===== config.mk =====
export PLATFORM = sky130hd
export DESIGN_NAME = lcd_bus_writer
export DESIGN_NICKNAME = d
export VERILOG_FILES = /design/src/rtl/lcd_bus_writer.sv
export SDC_FILE = /design/constraint.sdc
export NUM_CORES = 1
export LEC_CHECK = 0
export CAP_MARGIN = 20
export CORE_UTILIZATION = 44
export DETAILED_ROUTE_END_ITERATION = 8
export PLACE_DENSITY = 0.89
export SKIP_LAST_GASP = 1
export SLEW_MARGIN = 20
export SYNTH_ARGS = -nofsm -noshare
export SYNTH_HDL_FRONTEND = slang
export SYNTH_SLANG_ARGS = --single-unit

===== constraint.sdc =====
create_clock -name hwclk -period 2.76 [get_ports hwclk]
set_input_delay 0.552 -clock hwclk [delete_from_list [all_inputs] [get_ports hwclk]]
set_output_delay 0.552 -clock hwclk [all_outputs]
set_load 0.01 [all_outputs]

===== src/rtl/lcd_bus_writer.sv =====
// Parallel 8-bit LCD write-strobe generator: turns a valid/ready byte stream into D/dcx/wr cycles.
// Optional 4-entry input FIFO enabled by defining LCD_WR_FIFO_EN; default build writes straight through.
module lcd_bus_writer #(
    parameter int WR_LOW_CYC  = 2,
    parameter int WR_HIGH_CYC = 2
) (
    input  logic       hwclk,
    input  logic       reset,
    input  logic       in_valid,
    output logic       in_ready,
    input  logic       in_dcx,
    input  logic [7:0] in_byte,
    output logic       dcx,
    output logic       wr,
    output logic [7:0] D,
    output logic       busy
);

    localparam int MAX_CYC = (WR_LOW_CYC > WR_HIGH_CYC) ? WR_LOW_CYC : WR_HIGH_CYC;
    localparam int CNT_W   = (MAX_CYC > 1) ? $clog2(MAX_CYC) : 1;
    localparam logic [CNT_W-1:0] LO_LAST  = CNT_W'(WR_LOW_CYC - 1);
    localparam logic [CNT_W-1:0] HI_LAST  = CNT_W'(WR_HIGH_CYC - 1);
    localparam logic [CNT_W-1:0] CNT_ONE  = CNT_W'(1);
    localparam logic [CNT_W-1:0] CNT_ZERO = CNT_W'(0);

    typedef enum logic [1:0] {
        IDLE  = 2'd0,
        WR_LO = 2'd1,
        WR_HI = 2'd2
    } state_t;

    state_t           state_q;
    logic [CNT_W-1:0] cnt_q;
    logic             wr_q;
    logic             dcx_q;
    logic [7:0]       d_q;

    logic             pend_s;
    logic [8:0]       pend_word_s;
    logic             pop_s;

    // A byte is taken either from IDLE or exactly at the last WR_HI cycle (back-to-back writes).
    assign pop_s = pend_s && ((state_q == IDLE) ||
                              ((state_q == WR_HI) && (cnt_q == HI_LAST)));

`ifdef LCD_WR_FIFO_EN
    logic [8:0] fifo_q [4];
    logic [1:0] rd_ptr_q;
    logic [1:0] wr_ptr_q;
    logic [2:0] count_q;
    logic       push_s;

    // Ready depends only on occupancy, so a same-cycle pop never admits a push into a full FIFO.
    assign in_ready    = (count_q != 3'd4);
    assign push_s      = in_valid && in_ready;
    assign pend_s      = (count_q != 3'd0);
    assign pend_word_s = fifo_q[rd_ptr_q];
    assign busy        = (state_q != IDLE) || (count_q != 3'd0);

    // Input FIFO storage and pointers.
    always_ff @(posedge hwclk or posedge reset) begin
        if (reset) begin
            for (int i = 0; i < 4; i++) begin
                fifo_q[i] <= 9'h000;
            end
            rd_ptr_q <= 2'd0;
            wr_ptr_q <= 2'd0;
            count_q  <= 3'd0;
        end else begin
            if (push_s) begin
                fifo_q[wr_ptr_q] <= {in_dcx, in_byte};
                wr_ptr_q         <= wr_ptr_q + 2'd1;
            end
            if (pop_s) begin
                rd_ptr_q <= rd_ptr_q + 2'd1;
            end
            count_q <= count_q + {2'b00, push_s} - {2'b00, pop_s};
        end
    end
`else
    // Without a FIFO the upstream byte is consumed directly on the edge that starts its write.
    assign in_ready    = (state_q == IDLE);
    assign pend_s      = in_valid && in_ready;
    assign pend_word_s = {in_dcx, in_byte};
    assign busy        = (state_q != IDLE);
`endif

    // Write-cycle FSM with registered panel outputs.
    always_ff @(posedge hwclk or posedge reset) begin
        if (reset) begin
            state_q <= IDLE;
            cnt_q   <= CNT_ZERO;
            wr_q    <= 1'b1;
            dcx_q   <= 1'b0;
            d_q     <= 8'h00;
        end else begin
            case (state_q)
                IDLE: begin
                    if (pop_s) begin
                        d_q     <= pend_word_s[7:0];
                        dcx_q   <= pend_word_s[8];
                        wr_q    <= 1'b0;
                        cnt_q   <= CNT_ZERO;
                        state_q <= WR_LO;
                    end
                end
                WR_LO: begin
                    if (cnt_q == LO_LAST) begin
                        wr_q    <= 1'b1;
                        cnt_q   <= CNT_ZERO;
                        state_q <= WR_HI;
                    end else begin
                        cnt_q <= cnt_q + CNT_ONE;
                    end
                end
                WR_HI: begin
                    if (cnt_q == HI_LAST) begin
                        cnt_q <= CNT_ZERO;
                        if (pop_s) begin
                            d_q     <= pend_word_s[7:0];
                            dcx_q   <= pend_word_s[8];
                            wr_q    <= 1'b0;
                            state_q <= WR_LO;
                        end else begin
                            state_q <= IDLE;
                        end
                    end else begin
                        cnt_q <= cnt_q + CNT_ONE;
                    end
                end
                default: begin
                    state_q <= IDLE;
                    cnt_q   <= CNT_ZERO;
                    wr_q    <= 1'b1;
                end
            endcase
        end
    end

    assign wr  = wr_q;
    assign dcx = dcx_q;
    assign D   = d_q;

endmodule


==> flow_metrics.tcl <==
set metrics [dict create \
    fillCellCount 105 \
    fmax_ghz 0.446 \
    synth_nets 63 \
    drv_slew 0 \
    max_slew.worst_pin.slew_ps 486 \
    cp-end-kind "primary output" \
    combPwrFrac_pct 53.8 \
    placed_area_um2 870 \
    finalHoldViolCount 0 \
    final.min_clock_period_ps 2240 \
    die_area_um2 1560 \
    cts_resized 0 \
    ant_nets 0 \
    numCtsBuffers 3 \
    fin_crit_sh_pct 81.3 \
    p_int_uw 680 \
    wl_per_cell_um 12.1 \
    ys_warn_count 0 \
    syn-cell-area_um2 621 \
    syn_inst 45 \
    fp.dieH_um 39.6 \
    root_buffer "clkbuf_4" \
    cts_tree "built" \
    skew_ps 1.97 \
    final_common_cell "clkdlybuf4s50_1" \
    drc 0 \
    grt_pass1_wl_mm 1.84 \
    grt_remaining_overflow 0 \
    diodes 0 \
    cp.required_ps 2210 \
    io_pins 24 \
    p_clk_share_pct 11.2 \
    start_kind "register" \
    via_count 437 \
    path_class "reg -> out" \
    switching_share_pct 33.4 \
    initial_core_util_pct 47.7 \
    core-area_um2 1300 \
    insertion_delay_ps 270 \
    regArea_um2 327 \
    holdCritStartpoint "D[4]$_DFFE_PP0P_" \
    status "completed" \
    synth_area_per_cell_um2 13.8 \
    layout_common_cells "clkdlybuf4s50_1, dfrtp_1, mux2_2" \
    crit_arrival_ps 1690 \
    rsz0062_at_grt "no" \
    cts_setup_buffers 0 \
    drv_cap 0 \
    cellPowerDensity_nw_per_um2 1140 \
    multiInputGateArea_um2 275 \
    cts_sinks 13 \
    ys_seq_elements 13 \
    post-route-cell-area_um2 896 \
    die_x_um 39.6 \
    path_max_fanout 4 \
    drt_iter0_drc 6 \
    ys_seq_area_share_pct 52.6 \
    relSlewSlack_pct 67.5 \
    fin_nets 91 \
    tns_ps 0 \
    setup_viol 0 \
    grt_usage_pct 18.6 \
    power_frac_seq_pct 35.0 \
    grt_pass1_vias 452 \
    rows 13 \
    grt_max_degree 14 \
    hold_class "reg -> reg" \
    path_clk_slew_ps 80 \
    p_leak_nw 0.397 \
    cts_buffer_depth 2 \
    netSwitchingPower_uw 341 \
    antenna_found_initial 0 \
    dr.pass1.iters 2 \
    h-tree-depth 1 \
    dpl.hpwl_um 815 \
    startpoint "state_q[0]$_DFFE_PP0P_" \
    cts_hold_buffers 0 \
    routed_wl_mm 1.06 \
    synth.distinct_cells 14 \
    syn_to_final_growth_pct 44.4 \
    vias_per_cell 5.02 \
    gp_congestion 0.684 \
    drive_gt1_share_pct 22.2 \
    r2r-start "state_q[0]$_DFFE_PP0P_" \
    port_buffers 23 \
    ir_drop_uv 564 \
]
[final timing paths]
path | end | slack [ps] | cells after the start
worst max-delay path | busy | 520 | 4
worst min-delay path | D[4]$_DFFE_PP0P_ | 510 | 1
worst max register to register | state_q[0]$_DFFE_PP0P_ | 1110 | 5
worst min register to register | D[4]$_DFFE_PP0P_ | 510 | 1
max in group asynchronous | wr$_DFFE_PP1P_ | 1810 | 2
min in group asynchronous | D[4]$_DFFE_PP0P_ | 600 | 2
[worst max-delay path, stage by stage, from the launching register on]
cell and delay [ps]:
dfrtp_1 400, inv_1 110, ha_1 280, inv_1 100
clkdlybuf4s50_1 530
[power groups by stage]
stage / clock [mW] / sequential, mW / combinational [mW]
finish: 0.115 / 0.357 / 0.549
global route: 0.130 / 0.373 / 0.609
CTS: 0.120 / 0.359 / 0.559
detailed placement: 0 / 0.363 / 0.555
global placement: 0 / 0.355 / 0.542
floorplan: 0 / 0.392 / 0.271
[cell families (layout without fill, tap and decap cells)]
kind of cell | count (synthesis) | after routing | share of synthesized area [%]
compound gates | 4 | 4 | 6.85
fa+ha+maj | 6 | 6 | 12.1
buf+inv | 5 | 32 | 3.02
flops | 13 | 13 | 52.6
mux | 12 | 12 | 21.6
simple gates | 5 | 5 | 3.83
[flip-flops by register name, indices dropped and copies added (netlist names)]
register / flops
cnt_q: 1
state_q: 2
dcx: 1
wr: 1
D: 8
[through the flow]
step                worst slack [ps]  std cells  utilization, %  hold WS, ps  total power, mW
CTS                              509         87            68.8          511             1.04
finish                           517         87            68.8          509             1.02
global placement                 868         83            66.8          486            0.898
floorplan                       1240         45               -          428            0.663
detailed placement               828         83            66.8          493            0.918
global route                     425         87            68.8          529             1.11
[synthesized netlist by cell type, drive strengths merged]
library cell | number | area, um2
ha | 6 | 75.1
nand2 | 2 | 7.51
mux2i | 1 | 10.0
nand2b | 1 | 6.26
inv | 5 | 18.8
o211ai | 1 | 21.3
mux2 | 11 | 124
dfrtp | 12 | 300
dfstp | 1 | 26.3
o31ai | 1 | 7.51
nor2 | 1 | 3.75
nor2b | 1 | 6.26
a22o | 1 | 8.76
o21ai | 1 | 5.00
[cell type report]
class / count / area share (%)
Inverter: 5 / 2.09
Timing Repair Buffer: 23 / 25.7
Tap cell: 15 / 2.09
Sequential cell: 13 / 36.5
Multi-Input combinational cell: 27 / 30.7
Clock buffer: 4 / 2.93
[routing by layer]
| metal | up-vias | GRT usage (%) | part of all wire (%) |
|---|---|---|---|
| li1 | 204 | - | - |
| met1 | 212 | 22.5 | 41 |
| met2 | 19 | 29.5 | 49 |
| met3 | 2 | 6.82 | 9.1 |
| met4 | 0 | 7.76 | 0.76 |
| met5 | - | 0 | 0 |
(Power assumes the default switching activity.)
